**src/rtl/cdb_arbiter.sv**
```systemverilog
// Common data bus arbiter: merges ALU and MEM writebacks onto one registered register-file write port.
// ALU traffic wins by default; a MEM FIFO head that keeps losing is force-granted after STARVE_LIMIT losses.
module cdb_arbiter #(
  parameter int MEM_FIFO_DEPTH = 4,
  parameter int STARVE_LIMIT   = 3
) (
  input  logic         clk,
  input  logic         rst,
  input  logic [2:0]   WarpID_ALU_CDB,
  input  logic         RegWrite_ALU_CDB,
  input  logic [4:0]   Dst_ALU_CDB,
  input  logic [255:0] Dst_Data_ALU_CDB,
  input  logic [31:0]  Instr_ALU_CDB,
  input  logic [7:0]   ActiveMask_ALU_CDB,
  input  logic [2:0]   WarpID_MEM_CDB,
  input  logic         RegWrite_MEM_CDB,
  input  logic [4:0]   Dst_MEM_CDB,
  input  logic [255:0] Dst_Data_MEM_CDB,
  input  logic [31:0]  Instr_MEM_CDB,
  input  logic [7:0]   ActiveMask_MEM_CDB,
  output logic         Stall_CDB_ALU,
  output logic         Full_CDB_MEM,
  output logic [2:0]   HWWarp_CDB_RAU,
  output logic         RegWrite_CDB_RAU,
  output logic [2:0]   WriteAddr_CDB_RAU,
  output logic [255:0] Data_CDB_RAU,
  output logic [31:0]  Instr_CDB_RAU,
  output logic [7:0]   ActiveMask_CDB_RAU
);

  localparam int PW = $clog2(MEM_FIFO_DEPTH);
  localparam int CW = PW + 1;
  localparam int SW = $clog2(STARVE_LIMIT + 1);
  localparam int EW = 3 + 3 + 256 + 32 + 8;

  localparam logic [CW-1:0] FullCount = CW'(MEM_FIFO_DEPTH);
  localparam logic [SW-1:0] StarveMax = SW'(STARVE_LIMIT);

  localparam logic [1:0] SRC_NONE = 2'd0;
  localparam logic [1:0] SRC_MEM  = 2'd1;
  localparam logic [1:0] SRC_HOLD = 2'd2;
  localparam logic [1:0] SRC_ALU  = 2'd3;

  // Entries are stored packed as {warp, writeAddr, data, instr, mask}; only Dst[2:0] is ever written out.
  logic [EW-1:0]   memStore_q [MEM_FIFO_DEPTH];
  logic [PW-1:0]   rdPtr_q, rdPtr_d;
  logic [PW-1:0]   wrPtr_q, wrPtr_d;
  logic [CW-1:0]   count_q, count_d;
  logic [SW-1:0]   starveCnt_q, starveCnt_d;
  logic            holdValid_q, holdValid_d;
  logic [EW-1:0]   holdEntry_q;

  logic [EW-1:0]   aluEntry;
  logic [EW-1:0]   memEntry;
  logic [EW-1:0]   grantEntry;
  logic            aluAccept;
  logic            memPush;
  logic            memValid;
  logic            memForce;
  logic            memPop;
  logic            holdCapture;
  logic [1:0]      grantSrc;
  logic            unusedDstBits;

  assign aluEntry = {WarpID_ALU_CDB, Dst_ALU_CDB[2:0], Dst_Data_ALU_CDB,
                     Instr_ALU_CDB, ActiveMask_ALU_CDB};
  assign memEntry = {WarpID_MEM_CDB, Dst_MEM_CDB[2:0], Dst_Data_MEM_CDB,
                     Instr_MEM_CDB, ActiveMask_MEM_CDB};
  assign unusedDstBits = ^{Dst_ALU_CDB[4:3], Dst_MEM_CDB[4:3]};

  assign Stall_CDB_ALU = holdValid_q;
  assign Full_CDB_MEM  = (count_q == FullCount);

  assign aluAccept = RegWrite_ALU_CDB & ~holdValid_q;
  assign memPush   = RegWrite_MEM_CDB & ~Full_CDB_MEM;
  assign memValid  = (count_q != '0);
  assign memForce  = memValid & (starveCnt_q == StarveMax);

  // A starved MEM head beats everything; otherwise held ALU, fresh ALU, then MEM.
  always_comb begin
    grantSrc = SRC_NONE;
    if (memForce) begin
      grantSrc = SRC_MEM;
    end else if (holdValid_q) begin
      grantSrc = SRC_HOLD;
    end else if (aluAccept) begin
      grantSrc = SRC_ALU;
    end else if (memValid) begin
      grantSrc = SRC_MEM;
    end
  end

  always_comb begin
    grantEntry = '0;
    case (grantSrc)
      SRC_MEM:  grantEntry = memStore_q[rdPtr_q];
      SRC_HOLD: grantEntry = holdEntry_q;
      SRC_ALU:  grantEntry = aluEntry;
      default:  grantEntry = '0;
    endcase
  end

  assign memPop      = (grantSrc == SRC_MEM);
  assign holdCapture = memPop & aluAccept;

  always_comb begin
    rdPtr_d     = memPop  ? rdPtr_q + 1'b1 : rdPtr_q;
    wrPtr_d     = memPush ? wrPtr_q + 1'b1 : wrPtr_q;
    count_d     = count_q + CW'(memPush) - CW'(memPop);
    holdValid_d = holdValid_q;
    if (grantSrc == SRC_HOLD) begin
      holdValid_d = 1'b0;
    end else if (holdCapture) begin
      holdValid_d = 1'b1;
    end
    starveCnt_d = starveCnt_q;
    if (!memValid || memPop) begin
      starveCnt_d = '0;
    end else if (starveCnt_q != StarveMax) begin
      starveCnt_d = starveCnt_q + 1'b1;
    end
  end

  always_ff @(posedge clk) begin
    if (rst) begin
      rdPtr_q            <= '0;
      wrPtr_q            <= '0;
      count_q            <= '0;
      starveCnt_q        <= '0;
      holdValid_q        <= 1'b0;
      RegWrite_CDB_RAU   <= 1'b0;
      HWWarp_CDB_RAU     <= '0;
      WriteAddr_CDB_RAU  <= '0;
      Data_CDB_RAU       <= '0;
      Instr_CDB_RAU      <= '0;
      ActiveMask_CDB_RAU <= '0;
    end else begin
      rdPtr_q          <= rdPtr_d;
      wrPtr_q          <= wrPtr_d;
      count_q          <= count_d;
      starveCnt_q      <= starveCnt_d;
      holdValid_q      <= holdValid_d;
      RegWrite_CDB_RAU <= (grantSrc != SRC_NONE);
      if (grantSrc != SRC_NONE) begin
        {HWWarp_CDB_RAU, WriteAddr_CDB_RAU, Data_CDB_RAU,
         Instr_CDB_RAU, ActiveMask_CDB_RAU} <= grantEntry;
      end
    end
  end

  // Payload storage needs no reset: validity is tracked entirely by count_q and holdValid_q.
  always_ff @(posedge clk) begin
    if (!rst && memPush) begin
      memStore_q[wrPtr_q] <= memEntry;
    end
    if (!rst && holdCapture) begin
      holdEntry_q <= aluEntry;
    end
  end

endmodule

```
**config.mk**
```make
export PLATFORM = sky130hd
export DESIGN_NAME = cdb_arbiter
export DESIGN_NICKNAME = d
export VERILOG_FILES = /design/src/rtl/cdb_arbiter.sv
export SDC_FILE = /design/constraint.sdc
export NUM_CORES = 2
export LEC_CHECK = 0
export CAP_MARGIN = 20
export CORE_AREA = 2 2 362 364
export DETAILED_ROUTE_END_ITERATION = 16
export DIE_AREA = 0 0 364 366
export PLACE_DENSITY_LB_ADDON = 0.12
export RECOVER_POWER = 25
export REMOVE_ABC_BUFFERS = 1
export SETUP_SLACK_MARGIN = 0.02
export SYNTH_ARGS = -nofsm -noshare
export SYNTH_HDL_FRONTEND = slang
export SYNTH_SLANG_ARGS = --single-unit
```
**constraint.sdc**
```tcl
create_clock -name clk -period 23.7 [get_ports clk]
set_input_delay 4.74 -clock clk [delete_from_list [all_inputs] [get_ports clk]]
set_output_delay 4.74 -clock clk [all_outputs]
set_load 0.02 [all_outputs]
```
==> impl_metrics.env <==
export IMPL_drt_total_wl_um=173000
export IMPL_layout_drive_gt1_share=0.146
export IMPL_hold_path_class="reg -> reg"
export IMPL_cts_buffers=183
export IMPL_grt_util_all_layers=0.256
export IMPL_synth_cell_area_sq_mm=0.0666
export IMPL_final_hold_viol_count=0
export IMPL_final_min_clock_period_ps=8510
export IMPL_start_util=0.517
export IMPL_antenna_found_initial=159
export IMPL_path_clk_slew_ps=60
export IMPL_ctsResizeCount=0
export IMPL_multi_input_area_sq_mm=0.0136
export IMPL_ctsHoldBuffers=0
export IMPL_layout_nets=4858
export IMPL_path_delay_family="buffers and inverters"
export IMPL_syn_avg_cell_area_sq_um=19.9
export IMPL_synth_commonest_cells="edfxtp_1 (1510), dfxtp_1 (315), nor2_1 (313)"
export IMPL_fin_skew_ps=32.4
export IMPL_slowest_stage="buf_4"
export IMPL_vias=37600
export IMPL_worstPathBufferInverterCount=4
export IMPL_swShare=0.280
export IMPL_crit_path_start_kind="input port"
export IMPL_synth_area_leaders="edfxtp_1 (68%), mux4_2 (10%), dfxtp_1 (9.5%)"
export IMPL_cts_path_max_buffers=3
export IMPL_fmax_ghz=0.118
export IMPL_ioPinCount=917
export IMPL_p_leak_nw=26.8
export IMPL_grt_max_degree=160
export IMPL_hpwl_um=107000
export IMPL_post_cts_buffers=0
export IMPL_cp_max_fo=62
export IMPL_ys_ff_latch=1825
export IMPL_cts_max_level=4
export IMPL_finalSetupViolCount=0
export IMPL_required_ps=24110
export IMPL_std_cell_rows=132
export IMPL_power_density_mw_per_mm2=106
export IMPL_slew_violations=0
export IMPL_cts_tree="built"
export IMPL_outcome="finished clean"
export IMPL_fp_dieArea_sq_mm=0.133
export IMPL_ff_latch_area_sq_mm=0.0517
export IMPL_cts_sinks=1825
export IMPL_grt_ovfl_total=0
export IMPL_worstSetupEndpointType="register"
export IMPL_dp_slack_ps=14240
export IMPL_grt_pass1_wl_um=252000
export IMPL_die_width_um=364
export IMPL_ant_nets=0
export IMPL_fp_dieH_um=366
export IMPL_grt_pass1_vias=37200
export IMPL_fill_cells=8854
export IMPL_worst_endpoint_arrival_ps=8910
export IMPL_p_sw_mw=2.48
export IMPL_pwr_share_clk=0.325
export IMPL_p_int_mw=6.37
export IMPL_gp_congestion=0.799
export IMPL_yosysWarningCount=0
export IMPL_yosysSeqAreaShare=0.775
export IMPL_ys_flop_type="edfxtp_1"
export IMPL_synth_top_area_cell="edfxtp_1"
export IMPL_async_flop_share=0
export IMPL_slowest_delay_ps=860
export IMPL_drt_first_pass_iters=14
export IMPL_pwr_share_comb=0.232
export IMPL_slew_limit_headroom=0.211
export IMPL_post_drt_wl_per_cell_um=27.8
export IMPL_cts_root_buf="clkbuf_16"
export IMPL_layout_setup_ws_ps=15190
export IMPL_synth_edf_count=1510
export IMPL_clk_latency_ps=790
export IMPL_numPortBuffers=912
export IMPL_synth_most_common_cell="edfxtp_1"
export IMPL_drc=0
export IMPL_path_common_cell="buf_4"
export IMPL_netlist_area_leader_share=0.680
export IMPL_vias_per_cell=6.07
export IMPL_worstMarginPinSlew_ps=1180
export IMPL_synthToLayoutAreaGrowth_pct=25.0
export IMPL_critical_path_class="in -> reg"
export IMPL_max_vdd_ir_drop_mv=0.0801
export IMPL_rsz0062_at_grt="no"
export IMPL_coreArea_sq_mm=0.129
export IMPL_tns_ps=0
export IMPL_seqPwrFrac=0.443
export IMPL_yosys_cell_types_count=31
export IMPL_period_share=0.359
export IMPL_maxCapViolCount=0
export IMPL_drt_iter0_drc=5552
export IMPL_cp_cell_sequence="clkdlybuf4s50_1, nand2b_1, nor2_1, and2_4, buf_4, buf_4, buf_4"
export IMPL_syn_inst=3354
[cells by family (layout without fill, tap and decap cells)]
family                     after synthesis  count (layout)  share of synthesized area
DFF                                   1825            1825                      0.775
AOI/OAI and AO/OA                      606             606                     0.0796
and+or+nand+nor                        333             333                     0.0198
muxes                                  303             303                      0.102
buffers and inverters                  275            1315                     0.0213
adders and majority gates                8               8                    0.00161
xor gates and xnor gates                 4               4                   0.000526
other                                    0              70                          0
[layer usage]
| metal | track usage | share of wire | vias to the layer above |
|---|---|---|---|
| li1 | - | - | 16200 |
| met1 | 0.334 | 0.38 | 19000 |
| met2 | 0.397 | 0.48 | 1867 |
| met3 | 0.0913 | 0.11 | 410 |
| met4 | 0.0978 | 0.032 | 118 |
| met5 | 0 | 0.0041 | - |
[worst paths after layout]
path | from | endpoint | slack, ps | cells after the start
min | starveCnt_q[0]$_SDFFE_PP0P_ | starveCnt_q[0]$_SDFFE_PP0P_ | 430 | 1
min reg2reg | starveCnt_q[0]$_SDFFE_PP0P_ | starveCnt_q[0]$_SDFFE_PP0P_ | 430 | 1
max reg2reg | count_q[1]$_SDFF_PP0_ | memStore_q[1][296]$_DFFE_PP_ | 18990 | 7
max | RegWrite_MEM_CDB | memStore_q[1][296]$_DFFE_PP_ | 15190 | 7
[flip-flops by register name, indices dropped and copies added, names as in the netlist, named ones only]
name                cells
holdEntry_q           302
rdPtr_q                 2
Data_CDB_RAU          256
HWWarp_CDB_RAU          3
WriteAddr_CDB_RAU       3
ActiveMask_CDB_RAU      8
wrPtr_q                 2
RegWrite_CDB_RAU        1
Stall_CDB_ALU           1
memStore_q           1208
count_q                 3
starveCnt_q             2
Instr_CDB_RAU          32
[per-stage QoR]
step	instances	area [sq um]	power (mW)	utilization	hold slack, ps
floorplan	3083	65200	5.59	-	405
global placement	5793	77100	6.04	0.597	419
detailed placement	5793	77100	6.06	0.597	419
CTS	6134	83100	8.93	0.644	432
global route	6187	83300	9.20	0.646	469
finish	6206	83300	8.84	0.646	431
[cell usage in the layout, fill, tap and decap left out, types with 4 or more instances in the layout]
| cell type | count |
|---|---|
| edfxtp_1 | 1510 |
| dlygate4sd3_1 | 460 |
| clkdlybuf4s50_1 | 451 |
| dfxtp_1 | 313 |
| nor2_1 | 312 |
| mux4_2 | 302 |
| a222oi_1 | 302 |
| a211oi_1 | 302 |
| clkbuf_16 | 194 |
| diode_2 | 70 |
| clkbuf_1 | 59 |
| buf_4 | 52 |
| clkinv_2 | 31 |
| clkbuf_8 | 20 |
| clkinv_1 | 15 |
| bufinv_16 | 11 |
| ha_1 | 7 |
| clkinvlp_4 | 6 |
| and2_4 | 5 |
| inv_1 | 4 |
| buf_12 | 4 |
[layout make-up]
type	instances	area share
antenna	70	0.00210
clock buffer	273	0.0642
clock inverter	68	0.00818
inverter	4	0.000180
multi-input combinational	1254	0.163
sequential	1825	0.620
tap	1742	0.0262
timing repair buffer	970	0.116
[power groups by stage]
stage                     Combinational [mW]  Sequential [mW]  Clock [mW]
after CTS                               2.08             3.92        2.92
after floorplan                         1.30             4.29           0
after detailed placement                2.07             3.99           0
final                                   2.05             3.92        2.87
after global placement                  2.06             3.98           0
after global routing                    2.20             3.95        3.05
Power figures use the tool's default switching activity.
